[src/rtl/i2c_cfg_sequencer.sv]
// Register-init sequencer: walks a DEPTH-entry write table into an I2C master
// command port, with NACK retry, programmable gaps, abort and restart.
module i2c_cfg_sequencer #(
   parameter int               DEPTH           = 12,
   parameter int               DATA_W          = 16,
   parameter logic [6:0]       DEV_ADDR        = 7'b0011010,
   parameter int               GAP_CYCLES      = 16,
   parameter int               LONG_GAP_CYCLES = 1024,
   parameter logic [DEPTH-1:0] LONG_MASK       = DEPTH'(1),
   parameter int               MAX_RETRY       = 3,
   parameter bit               AUTO_START      = 1'b1,
   localparam int              IDX_W           = (DEPTH > 1) ? $clog2(DEPTH) : 1
) (
   input  logic                    i_clk,
   input  logic                    i_rst,
   input  logic                    i_start,
   input  logic                    i_abort,
   input  logic [DEPTH*DATA_W-1:0] i_table,
   output logic                    o_cmd_valid,
   input  logic                    i_cmd_ready,
   output logic [6:0]              o_cmd_addr,
   output logic [DATA_W-1:0]       o_cmd_data,
   input  logic                    i_cmd_done,
   input  logic                    i_cmd_nack,
   output logic                    o_busy,
   output logic                    o_done,
   output logic                    o_err,
   output logic [IDX_W-1:0]        o_idx
);

   localparam int GAP_MAX = (LONG_GAP_CYCLES > GAP_CYCLES) ? LONG_GAP_CYCLES : GAP_CYCLES;
   localparam int GAP_W   = $clog2(GAP_MAX + 1);
   localparam int RTY_W   = (MAX_RETRY > 0) ? $clog2(MAX_RETRY + 1) : 1;

   localparam logic [IDX_W-1:0] LAST_IDX  = IDX_W'(DEPTH - 1);
   localparam logic [GAP_W-1:0] GAP_SHORT = GAP_W'(GAP_CYCLES);
   localparam logic [GAP_W-1:0] GAP_LONG  = GAP_W'(LONG_GAP_CYCLES);
   localparam logic [RTY_W-1:0] RTY_MAX   = RTY_W'(MAX_RETRY);

   typedef enum logic [2:0] {S_IDLE, S_ISSUE, S_WAIT, S_GAP, S_DONE, S_ERROR} state_t;

   state_t           state;
   logic [IDX_W-1:0] idx;
   logic [RTY_W-1:0] retry;
   logic [GAP_W-1:0] gap_cnt;
   logic             abort_flag;
   logic             auto_pend;

   function automatic logic [DATA_W-1:0] entry(input logic [DEPTH*DATA_W-1:0] tbl,
                                               input logic [IDX_W-1:0] k);
      return tbl[int'(k)*DATA_W +: DATA_W];
   endfunction

   // Address is only meaningful alongside a command, so it reads 0 otherwise.
   assign o_cmd_addr = o_cmd_valid ? DEV_ADDR : 7'd0;
   assign o_idx      = idx;

   always_ff @(posedge i_clk) begin
      if (i_rst) begin
         state       <= S_IDLE;
         idx         <= '0;
         retry       <= '0;
         gap_cnt     <= '0;
         abort_flag  <= 1'b0;
         auto_pend   <= AUTO_START;
         o_cmd_valid <= 1'b0;
         o_cmd_data  <= '0;
         o_busy      <= 1'b0;
         o_done      <= 1'b0;
         o_err       <= 1'b0;
      end else begin
         case (state)
            S_IDLE, S_DONE, S_ERROR: begin
               // Abort wins over start and also cancels a pending auto-start.
               if (i_abort) begin
                  auto_pend <= 1'b0;
               end else if (i_start || (state == S_IDLE && auto_pend)) begin
                  state       <= S_ISSUE;
                  idx         <= '0;
                  retry       <= '0;
                  auto_pend   <= 1'b0;
                  o_cmd_valid <= 1'b1;
                  o_cmd_data  <= entry(i_table, '0);
                  o_busy      <= 1'b1;
                  o_done      <= 1'b0;
                  o_err       <= 1'b0;
               end
            end
            S_ISSUE: begin
               if (i_cmd_ready) begin
                  state       <= S_WAIT;
                  o_cmd_valid <= 1'b0;
                  abort_flag  <= i_abort;
               end else if (i_abort) begin
                  state       <= S_IDLE;
                  o_cmd_valid <= 1'b0;
                  o_busy      <= 1'b0;
               end
            end
            S_WAIT: begin
               if (i_cmd_done) begin
                  abort_flag <= 1'b0;
                  if (abort_flag || i_abort) begin
                     state  <= S_IDLE;
                     o_busy <= 1'b0;
                  end else if (!i_cmd_nack) begin
                     retry <= '0;
                     if (idx == LAST_IDX) begin
                        state  <= S_DONE;
                        o_busy <= 1'b0;
                        o_done <= 1'b1;
                     end else begin
                        idx     <= idx + 1'b1;
                        gap_cnt <= LONG_MASK[idx] ? GAP_LONG : GAP_SHORT;
                        state   <= S_GAP;
                     end
                  end else if (retry < RTY_MAX) begin
                     retry   <= retry + 1'b1;
                     gap_cnt <= GAP_SHORT;
                     state   <= S_GAP;
                  end else begin
                     state  <= S_ERROR;
                     o_busy <= 1'b0;
                     o_err  <= 1'b1;
                  end
               end else if (i_abort) begin
                  abort_flag <= 1'b1;
               end
            end
            S_GAP: begin
               if (i_abort) begin
                  state  <= S_IDLE;
                  o_busy <= 1'b0;
               end else if (gap_cnt == GAP_W'(1)) begin
                  state       <= S_ISSUE;
                  o_cmd_valid <= 1'b1;
                  o_cmd_data  <= entry(i_table, idx);
               end else begin
                  gap_cnt <= gap_cnt - 1'b1;
               end
            end
            default: state <= S_IDLE;
         endcase
      end
   end

endmodule

[config.mk]
export PLATFORM = sky130hd
export DESIGN_NAME = i2c_cfg_sequencer
export DESIGN_NICKNAME = d
export VERILOG_FILES = /design/src/rtl/i2c_cfg_sequencer.sv
export SDC_FILE = /design/constraint.sdc
export NUM_CORES = 1
export LEC_CHECK = 0
export ABC_AREA = 1
export BUFFER_PORTS_ARGS = -buffer_cell sky130_fd_sc_hd__buf_4
export CORE_MARGIN = 4
export CORE_UTILIZATION = 50
export DETAILED_ROUTE_END_ITERATION = 10
export PLACE_DENSITY = 0.95
export SYNTH_ARGS = -nofsm -noshare
export SYNTH_HDL_FRONTEND = slang
export SYNTH_SLANG_ARGS = --single-unit
[constraint.sdc]
create_clock -name i_clk -period 3.7 [get_ports i_clk]
set_input_delay 0.555 -clock i_clk [delete_from_list [all_inputs] [get_ports i_clk]]
set_output_delay 0.555 -clock i_clk [all_outputs]
set_load 0.02 [all_outputs]
; After elaboration in Yosys (flattened, before gate mapping)
; Memories as Yosys holds them, arrays and structs flattened. A register that Yosys moved wholly into a read port is not among the register bits.
; Index checks and enable logic that the tools add are counted.
[classes]
add_sub_neg = 3
n_lt_le_gt_ge = 2
eq_ne = 28
shifts = 1
n_mux = 76
reduce_logical = 23
[op_table]
columns = operator, count
row1 = variable part select 192 x 9 -> 16 bit, 1
row2 = 2-to-1 mux 11 bit, 8
row3 = 2-to-1 mux 16 bit, 4
row4 = AND reduction 7 bit, 5
row5 = 2-to-1 mux 3 bit, 11
row6 = 2-to-1 mux 4 bit, 8
row7 = case mux 16 bit (2 select lines), 1
row8 = 2-to-1 mux 1 bit, 28
row9 = "!= test 2 bit, second input constant", 14
row10 = case mux 11 bit (2 select lines), 1
row11 = "!= test 3 bit, second input constant", 5
row12 = 2-to-1 mux 2 bit, 6
row13 = case mux 3 bit (4 select lines), 1
row14 = AND reduction 6 bit, 2
row15 = "equality test 11 x 1 -> 1 bit, second input constant", 1
row16 = "subtractor 11 x 1 -> 11 bit, second input constant", 1
row17 = AND reduction 5 bit, 2
row18 = nonzero test 2 bit, 5
row19 = "!= test 4 bit, second input constant", 2
row20 = case mux 4 bit (2 select lines), 1
row21 = "equality test 3 x 2 -> 1 bit, second input constant", 2
row22 = "equality test 3 bit, second input constant", 2
row23 = case mux 1 bit (2 select lines), 3
row24 = "less-than comparator 4 x 5 -> 1 bit, second input constant", 1
row25 = other kinds (17), 18
[totals]
reg_bits = 42
mem_bits_ro = 16
inputBits = 199
out_inout_bits = 31
word_cells = 145
memories = 1
[memory_table]
columns = name, depth, word_bits, read_ports, rd_clocked_by_memory_dff, wr, line_no
row1 = (name not given), 16, 1, 1, 1, 0, 114  ; gap_cnt <= LONG_MASK[idx] ? GAP_LONG : GAP_SHORT;

; Longest topological paths before layout
; Gate-level depths: netlist (run 1).
[logic_depth]
depth_word = 8
ltp_mapped = 12
ltp_nobuf = 11

; Least setup slack after synthesis (run 1)
; No wires, ideal clock.
[synth_path]
kind = input to register
startpoint = input port i_abort
endpoint = register gap_cnt[4]
setup_ps = 128
t_arrival_ps = 1506
t_required_ps = 3572
setup_slack_ps = 2067
cell_stages = 9
path_buffers = 1
cell_sequence = inv_1 > nand2_1 > nand3_1 > nand2_1 > a21oi_1 > nand3_2 > buf_6 > o21ai_1 > nor2_1
[synth_between]
elab_chain_len = 3
word_cells_on_any_way = 4
classes_between = eq/ne: 2 / reduce/logical: 2
[synth_lines]
columns = element, line_no
row1 = start: declaration, 17  ; input logic i_abort,
row2 = logical OR 1 bit, 103  ; if (abort_flag || i_abort) begin
row3 = != test 2 bit (no source line), --
row4 = AND reduction 7 bit (no source line) *, --
row5 = end signal: assignment, 114
row6 = end signal: assignment, 139  ; gap_cnt <= gap_cnt - 1'b1;
row7 = end: declaration, 45  ; logic [GAP_W-1:0] gap_cnt;
; Every way passes the cells marked *; elsewhere a longest branch is shown, timed or not.
; A chain may end at the register's enable or synchronous reset.

; Final worst setup path (run 1)
[layout_path]
startpoint = register idx[2], in the netlist o_idx[2]
endpoint = register gap_cnt[10]
[layout_between]
elab_chain_len = 3
[layout_lines]
columns = element, line_no
row1 = start: declaration, 43  ; logic [IDX_W-1:0] idx;
row2 = start signal: assignment, 113  ; idx <= idx + 1'b1;
row3 = equality test 4 bit, 108  ; if (idx == LAST_IDX) begin
row4 = != test 3 bit (no source line), --
row5 = AND reduction 7 bit (no source line), --
; No other way between the ends.

==> summary.txt, run 1 <==
Min path
  • WHS Endpoint: auto_pend
  • Hold WC Path Type: flop to flop
  • Origin of the worst min-delay path: auto_pend
  • Worst Hold Depth: 2

Route
  • Total wire length: 17500 um
  • Number of nets with antenna violations after routing: 0
  • Via density: 5.45
  • DR WL/cell: 16.1 um
  • DR vias: 5921
  • Initial DRT Pass Iterations: 5
  • DRC Markers: 0
  • Initial DRC count: 565

Place
  • Placed Instances: 1079
  • HPWL Detailed: 13400 um
  • Final Wtd Congestion: 0.980
  • Number of port buffers: 225

GRT
  • Total track usage: 0.330
  • Gr ovfl total: 0
  • Vias in the first global route: 5285
  • Initial antenna violation count: 0
  • First-pass GRT wire length: 26500 um
  • Largest net degree at the start of global routing: 94

Setup path
  • R2R setup slack: 1.15 ns
  • Worst reg2reg path endpoint: gap_cnt[10]
  • Kind of critical path: flop to flop
  • Critical-path top delay cell: dfxtp_1
  • WP data arrival: 2.77 ns
  • Worst Setup Start Kind: flop
  • Cells on worst reg2reg path: 9
  • Worst setup EP type: flop
  • CP most frequent cell: nor2_1
  • R2r startpoint: o_idx[2]
  • CP cell instances: nor2_4 -> nand3_1 -> inv_1 -> o21ai_1 -> nand3_2 -> inv_2 -> nand2_1 -> nor2_1 -> nor2_1
  • Max FO, Critical Path: 22
  • Worst EP required: 3.92 ns
  • CP peak stage delay: 0.90 ns

Power
  • Peak supply drop: 0.480 mV
  • Pwr/cell area: 617 mW/mm^2
  • LEAKAGE: 3.13 nW

Die
  • Core Box Area: 0.00826 sq mm
  • Core Rows: 33
  • Overall die area: 0.0101 sq mm
  • Initial Util: 0.518
  • Chip Height: 101 um
  • Die span in x: 101 um
  • Top-Level Pins: 230

STA
  • Fin crit share: 0.690
  • Final hold slack: 0.450 ns
  • Worst Max-Slew Pin Slew: 1.06 ns
  • Rel. slew slack: 0.292
  • Setup TNS: 0 ns
  • Tmin final: 2.55 ns
  • RSZ-0062 raised after global routing: false
  • Worst-case clock skew: 0.00988 ns
  • Final hold vios: 0
  • Achievable Freq: 392 MHz
  • Final setup viols: 0
  • Slew Limit Fails: 0

Cells and area
  • FILL cells: 750
  • Multi-input logic area: 0.00291 sq mm
  • Commonest non-fill, non-tap cell in the layout: buf_4
  • Share of cells above drive strength 1: 0.264
  • Area Growth Syn to Fin: 39.5%
  • Ant. Diodes: 0
  • Nets@finish: 1184
  • Register Area: 863 sq um
  • Commonest cells after routing, fill and taps aside: 228 x buf_4, 197 x nand2_1, 175 x nor2_1, 100 x nand3_1, 73 x o21ai_0
  • Post-Layout Cell Count: 1087

Clocking
  • Hold-fix buffers at CTS: 0
  • Resized cells post-CTS: 0
  • CTS max path bufs: 2
  • Clk Latency, worst-skew pair: 0.31 ns
  • Clock root buffer: clkbuf_8
  • # Post-CTS Setup Buffers: 0
  • H-tree depth: 2
  • Total CTS buffers: 5
  • CTS tree: built
  • Clock sinks: 43
  • Reg clk slew, reported paths: 0.09 ns

Synth
  • Unique masters post-synth: 32
  • Post-synthesis sequential area ratio: 0.201
  • Count of state elements after synthesis: 43
  • Cell Area, Synth: 0.00428 sq mm
  • Yosys warning total: 0
  • Synthesized instance count: 799
  • Syn Area/Cell: 5.36 sq um

Run
  • Maxcap violations: 0

Status
  • Outcome: finished, final reports clean
-- cell families after synthesis --
| group | after synthesis | synth area share |
|---|---|---|
| adder cells (fa/ha/maj) | 4 | 0.0117 |
| XOR/XNOR | 6 | 0.0123 |
| buffers and inverters | 114 | 0.121 |
| AO/OA/AOI/OAI | 131 | 0.164 |
| other | 1 | 0.000876 |
| flip-flops | 43 | 0.201 |
| AND/OR/NAND/NOR | 500 | 0.489 |
-- worst max-delay path by stage --
stage                         from          end  slack, ns  cells past startpoint
after floorplan            i_abort   gap_cnt[4]       2.07                      9
after global placement    o_idx[2]  gap_cnt[10]       1.31                      9
after detailed placement  o_idx[2]  gap_cnt[10]       1.22                      9
after CTS                 o_idx[2]  gap_cnt[10]       1.21                      9
after global routing      state[0]  gap_cnt[10]       0.92                     12
final                     o_idx[2]  gap_cnt[10]       1.15                      9
-- worst max-delay path, delay by kind of cell, from the launching register on --
family,cells,cell delay (ns)
buffers and inverters,2,0.25
AO/OA/AOI/OAI,1,0.30
flip-flops,1,0.90
AND/OR/NAND/NOR,6,1.00
-- sequential cells by signal, indices dropped and copies added (netlist names), named ones only --
| signal | count |
|---|---|
| o_cmd_valid | 1 |
| abort_flag | 1 |
| o_cmd_data | 16 |
| o_err | 1 |
| retry | 2 |
| o_busy | 1 |
| o_done | 1 |
| state | 3 |
| gap_cnt | 11 |
| auto_pend | 1 |
| o_idx | 4 |
-- layout make-up --
class / instances / area share
sequential: 43 / 0.145
tap: 105 / 0.0220
clock buffer: 6 / 0.0138
clock inverter: 2 / 0.00587
multi-input combinational: 645 / 0.488
timing repair buffer: 229 / 0.290
inverter: 57 / 0.0358
-- metal layers --
layer / global-route usage / vias to the layer above / part of all wire / routed length, um
li1: - / 2932 / - / -
met1: 0.404 / 2589 / 0.37 / 6440
met2: 0.566 / 339 / 0.49 / 8530
met3: 0.0685 / 61 / 0.10 / 1790
met4: 0.128 / 0 / 0.040 / 690
met5: 0 / - / 0 / 0
-- through the flow --
| stage | worst slack [ns] | instance area [sq um] | util | power, W |
|---|---|---|---|---|
| finish | 1.15 | 5970 | 0.723 | 0.00368 |
| global route | 0.922 | 5970 | 0.723 | 0.00399 |
| CTS | 1.21 | 5970 | 0.723 | 0.00365 |
| detailed placement | 1.22 | 5850 | 0.709 | 0.00325 |
| global placement | 1.31 | 5850 | 0.709 | 0.00322 |
| floorplan | 2.07 | 4290 | - | 0.00254 |
-- Yosys cell counts --
cell type  instances  area (sq um)
or2_2              1          6.26
dfxtp_1           43           861
nand3b_1           1          7.51
nand3_1          100           500
or2_1              1          6.26
xnor2_1            1          8.76
inv_1             49           184
buf_4             14           105
nand2_1          197           739
o211ai_1          16           120
o21ai_1            3          15.0
nor2_4             2          22.5
buf_2             17          85.1
conb_1             1          3.75
a21oi_1           36           180
nor3_1             2          10.0
nand4_1           11          68.8
nor2_1           175           657
inv_2              6          22.5
clkinv_1           2          7.51
nand3_2            3          30.0
ha_1               4          50.1
buf_6              2          22.5
buf_1              7          26.3
nor2_2             4          25.0
clkbuf_1          17          63.8
a21boi_0           1          7.51
o21ai_2            1          8.76
o21ai_0           73           365
nand2_2            3          18.8
a31oi_1            1          6.26
xor2_1             5          43.8
-- where the power goes --
| group | leakage (nW) | switching [W] | internal (W) | total, W |
|---|---|---|---|---|
| combinational | 2.72 | 0.00154 | 0.000914 | 0.00245 |
| clock | 0.0612 | 0.000178 | 0.000219 | 0.000397 |
| sequential | 0.353 | 0.000211 | 0.000623 | 0.000834 |
| total | 3.13 | 0.00193 | 0.00176 | 0.00368 |
No activity file was read; power rests on OpenSTA's default activity.
==> inputs of run 2 (changes only) <==
--- a/config.mk
+++ b/config.mk
@@ -5,12 +5,12 @@
 export SDC_FILE = /design/constraint.sdc
 export NUM_CORES = 1
 export LEC_CHECK = 0
-export ABC_AREA = 1
+export ABC_AREA = 0
 export BUFFER_PORTS_ARGS = -buffer_cell sky130_fd_sc_hd__buf_4
 export CORE_MARGIN = 4
-export CORE_UTILIZATION = 50
+export CORE_UTILIZATION = 44
 export DETAILED_ROUTE_END_ITERATION = 10
-export PLACE_DENSITY = 0.95
+export PLACE_DENSITY = 0.89
 export SYNTH_ARGS = -nofsm -noshare
 export SYNTH_HDL_FRONTEND = slang
 export SYNTH_SLANG_ARGS = --single-unit
==> constraint.sdc (replaced) <==
create_clock -name i_clk -period 2.4 [get_ports i_clk]
set_input_delay 0.36 -clock i_clk [delete_from_list [all_inputs] [get_ports i_clk]]
set_output_delay 0.36 -clock i_clk [all_outputs]
set_load 0.02 [all_outputs]
==> run 2 against run 1 <==
- first-iteration DRC count down 39%
- critical endpoint is now gap_cnt[9]
- hold slack worse by 0.030 ns
- highest routed layer unchanged
- maximum frequency up 17%
==> summary.txt, run 2 <==
Status
  • Outcome: finished, final reports clean

Synth
  • Share of synthesized registers carrying an async set or reset: 0
  • Syn Area/Cell: 8.89 sq um
  • Post-synthesis sequential area ratio: 0.226
  • Count of state elements after synthesis: 43
  • Unique masters post-synth: 60
  • Most instantiated cells after synthesis: 53 x a21oi_1, 43 x dfxtp_1, 42 x nor2_1
  • Synth Area in Compound Gates: 0.241
  • Largest family of logic cells by synthesized area: multiplexers
  • Post-synth top flop: dfxtp_1
  • Post-Synth Adder-Cell Area: 0.0132
  • Synth area leader: dfxtp_1
  • Cell Area, Synth: 0.00380 sq mm
  • Post-synthesis mux area share: 0.279
  • Area share of and/or/nand/nor cells after synthesis: 0.161
  • Yosys warning total: 0
  • Top cell type's share of synthesized area: 0.226
  • Count leader, synth: a21oi_1
  • EDFF count, synth: 0
  • Synthesized instance count: 428
  • Area contributors post-synth: dfxtp_1 23%, mux4_2 19%, mux2i_1 8.9%
  • XOR/XNOR Fraction of Synth Area: 0.0115

Route
  • DRC Markers: 0
  • Via density: 6.00
  • Total wire length: 14900 um
  • DR vias: 4461
  • Initial DRC count: 347
  • Initial DRT Pass Iterations: 5
  • DR WL/cell: 20.0 um
  • Number of nets with antenna violations after routing: 0

Setup path
  • Worst setup EP type: flop
  • CP cell instances: or3b_1 -> nor4b_4 -> o21ai_2 -> or3_1 -> a21oi_1
  • Worst EP required: 2.63 ns
  • WP data arrival: 2.41 ns
  • Critical-path top delay cell: dfxtp_1
  • CP peak stage delay: 0.54 ns
  • R2R setup slack: 0.21 ns
  • Kind of critical path: flop to flop
  • Cells on worst reg2reg path: 5
  • Max FO, Critical Path: 13
  • Worst reg2reg path endpoint: gap_cnt[9]
  • R2r startpoint: state[1]
  • Worst Setup Start Kind: flop

GRT
  • Gr ovfl total: 0
  • Largest net degree at the start of global routing: 69
  • Total track usage: 0.274
  • First-pass GRT wire length: 22000 um
  • Vias in the first global route: 4457
  • Initial antenna violation count: 0

Place
  • Final Wtd Congestion: 0.963
  • Post-Place Cell Area: 0.00559 sq mm
  • Number of port buffers: 225
  • Setup WS pre-CTS: -0.00602 ns
  • HPWL Detailed: 12100 um

Cells and area
  • Core Util, Final: 0.687
  • Reg with most FFs: o_cmd_data
  • Commonest non-fill, non-tap cell in the layout: buf_4
  • Area Growth Syn to Fin: 49.8%
  • Design Area, Final: 0.00570 sq mm
  • Ant. Diodes: 0
  • Nets@finish: 841
  • FILL cells: 666
  • Max reg flops: 16
  • Share of cells above drive strength 1: 0.463
  • Commonest cells after routing, fill and taps aside: 246 x buf_4, 53 x a21oi_1, 42 x nor2_1, 41 x dfxtp_1, 34 x mux2i_1

Clocking
  • Hold-fix buffers at CTS: 0
  • Total CTS buffers: 5
  • Reg clk slew, reported paths: 0.08 ns
  • Clock root buffer: clkbuf_8
  • CTS max path bufs: 2
  • Clk Latency, worst-skew pair: 0.29 ns
  • Resized cells post-CTS: 0
  • Clock sinks: 43
  • # Post-CTS Setup Buffers: 0
  • CTS tree: built
  • H-tree depth: 2

Min path
  • WHS Endpoint: gap_cnt[1]
  • Hold WC Path Type: primary input to flop
  • Worst Hold Depth: 2
  • Origin of the worst min-delay path: i_rst

Power
  • Sw Pwr: 0.000868 W
  • LEAKAGE: 2.39 nW
  • Switching portion of total power: 0.345
  • Pwr/cell area: 442 mW/mm^2
  • Comb pwr share: 0.438
  • Peak supply drop: 0.376 mV
  • Internal Power: 0.00165 W
  • Seq pwr share: 0.359
  • Clock Power Share: 0.202

STA
  • Achievable Freq: 458 MHz
  • Slew Limit Fails: 0
  • Post-route setup slack: 0.215 ns
  • Rel. slew slack: 0.541
  • Final setup viols: 0
  • Setup TNS: 0 ns
  • Worst Max-Slew Pin Slew: 0.686 ns
  • Worst-case clock skew: 0.00463 ns
  • RSZ-0062 raised after global routing: false
  • Fin crit share: 0.911
  • Tmin final: 2.19 ns
  • Final hold vios: 0

Die
  • Die span in x: 101 um
  • Initial Util: 0.458
  • Overall die area: 0.0102 sq mm
  • Core Rows: 33
  • Top-Level Pins: 230
  • Core Box Area: 0.00830 sq mm
  • Chip Height: 101 um

Run
  • Maxcap violations: 0
[run 2: kinds of logic after synthesis]
logic type	after synthesis
xor gates and xnor gates	5
and+or+nand+nor	111
buffers and inverters	54
adders and majority gates	4
other	1
muxes	66
DFF	43
AOI/OAI and AO/OA	144
[run 2: layout make-up]
class / count / area [sq um] / share of cell area
tap: 105 / 131 / 0.0231
sequential: 43 / 866 / 0.152
timing repair buffer: 247 / 1870 / 0.328
inverter: 7 / 26.3 / 0.00461
multi-input combinational: 334 / 2700 / 0.475
clock buffer: 7 / 96.3 / 0.0169
clock inverter: 1 / 7.51 / 0.00132
[run 2: power groups by stage]
| stage | Sequential (W) | Combinational [W] | Clock (W) |
|---|---|---|---|
| 2_1_floorplan | 0.000993 | 0.000477 | 0 |
| 3_3_place_gp | 0.000915 | 0.00107 | 0 |
| 3_5_place_dp | 0.000918 | 0.00110 | 0 |
| 4_1_cts | 0.000904 | 0.00110 | 0.000525 |
| 5_1_grt | 0.000918 | 0.00119 | 0.000557 |
| 6_report | 0.000905 | 0.00110 | 0.000509 |
[run 2: worst max-delay path by stage]
stage               start             end  slack, ns  cells after the start
2_1_floorplan    o_idx[1]   o_cmd_data[3]       0.17                      6
3_3_place_gp      i_abort   o_cmd_data[4]       0.20                      6
3_5_place_dp      i_abort  o_cmd_data[14]     -0.006                      6
4_1_cts        gap_cnt[1]  o_cmd_data[14]       0.01                      7
5_1_grt          state[1]      gap_cnt[4]       0.02                      5
6_report         state[1]      gap_cnt[9]       0.21                      5
[run 2: layer usage]
layer | track usage | share of wire
met5 | 0 | 0
met2 | 0.493 | 0.52
met1 | 0.329 | 0.36
met4 | 0.0982 | 0.029
met3 | 0.0443 | 0.090
[run 2: per-stage QoR]
step | total power [W] | hold WS [ns] | instances
after floorplan | 0.00147 | 0.461 | 431
after global placement | 0.00198 | 0.461 | 736
after detailed placement | 0.00201 | 0.469 | 736
after CTS | 0.00253 | 0.402 | 744
after global routing | 0.00266 | 0.418 | 744
final | 0.00252 | 0.420 | 744
[run 2: critical path: cells and delay by family (launching register included)]
| family | cells | cell delay [ns] |
|---|---|---|
| compound gates | 2 | 0.32 |
| simple gates | 3 | 1.26 |
| flops | 1 | 0.54 |
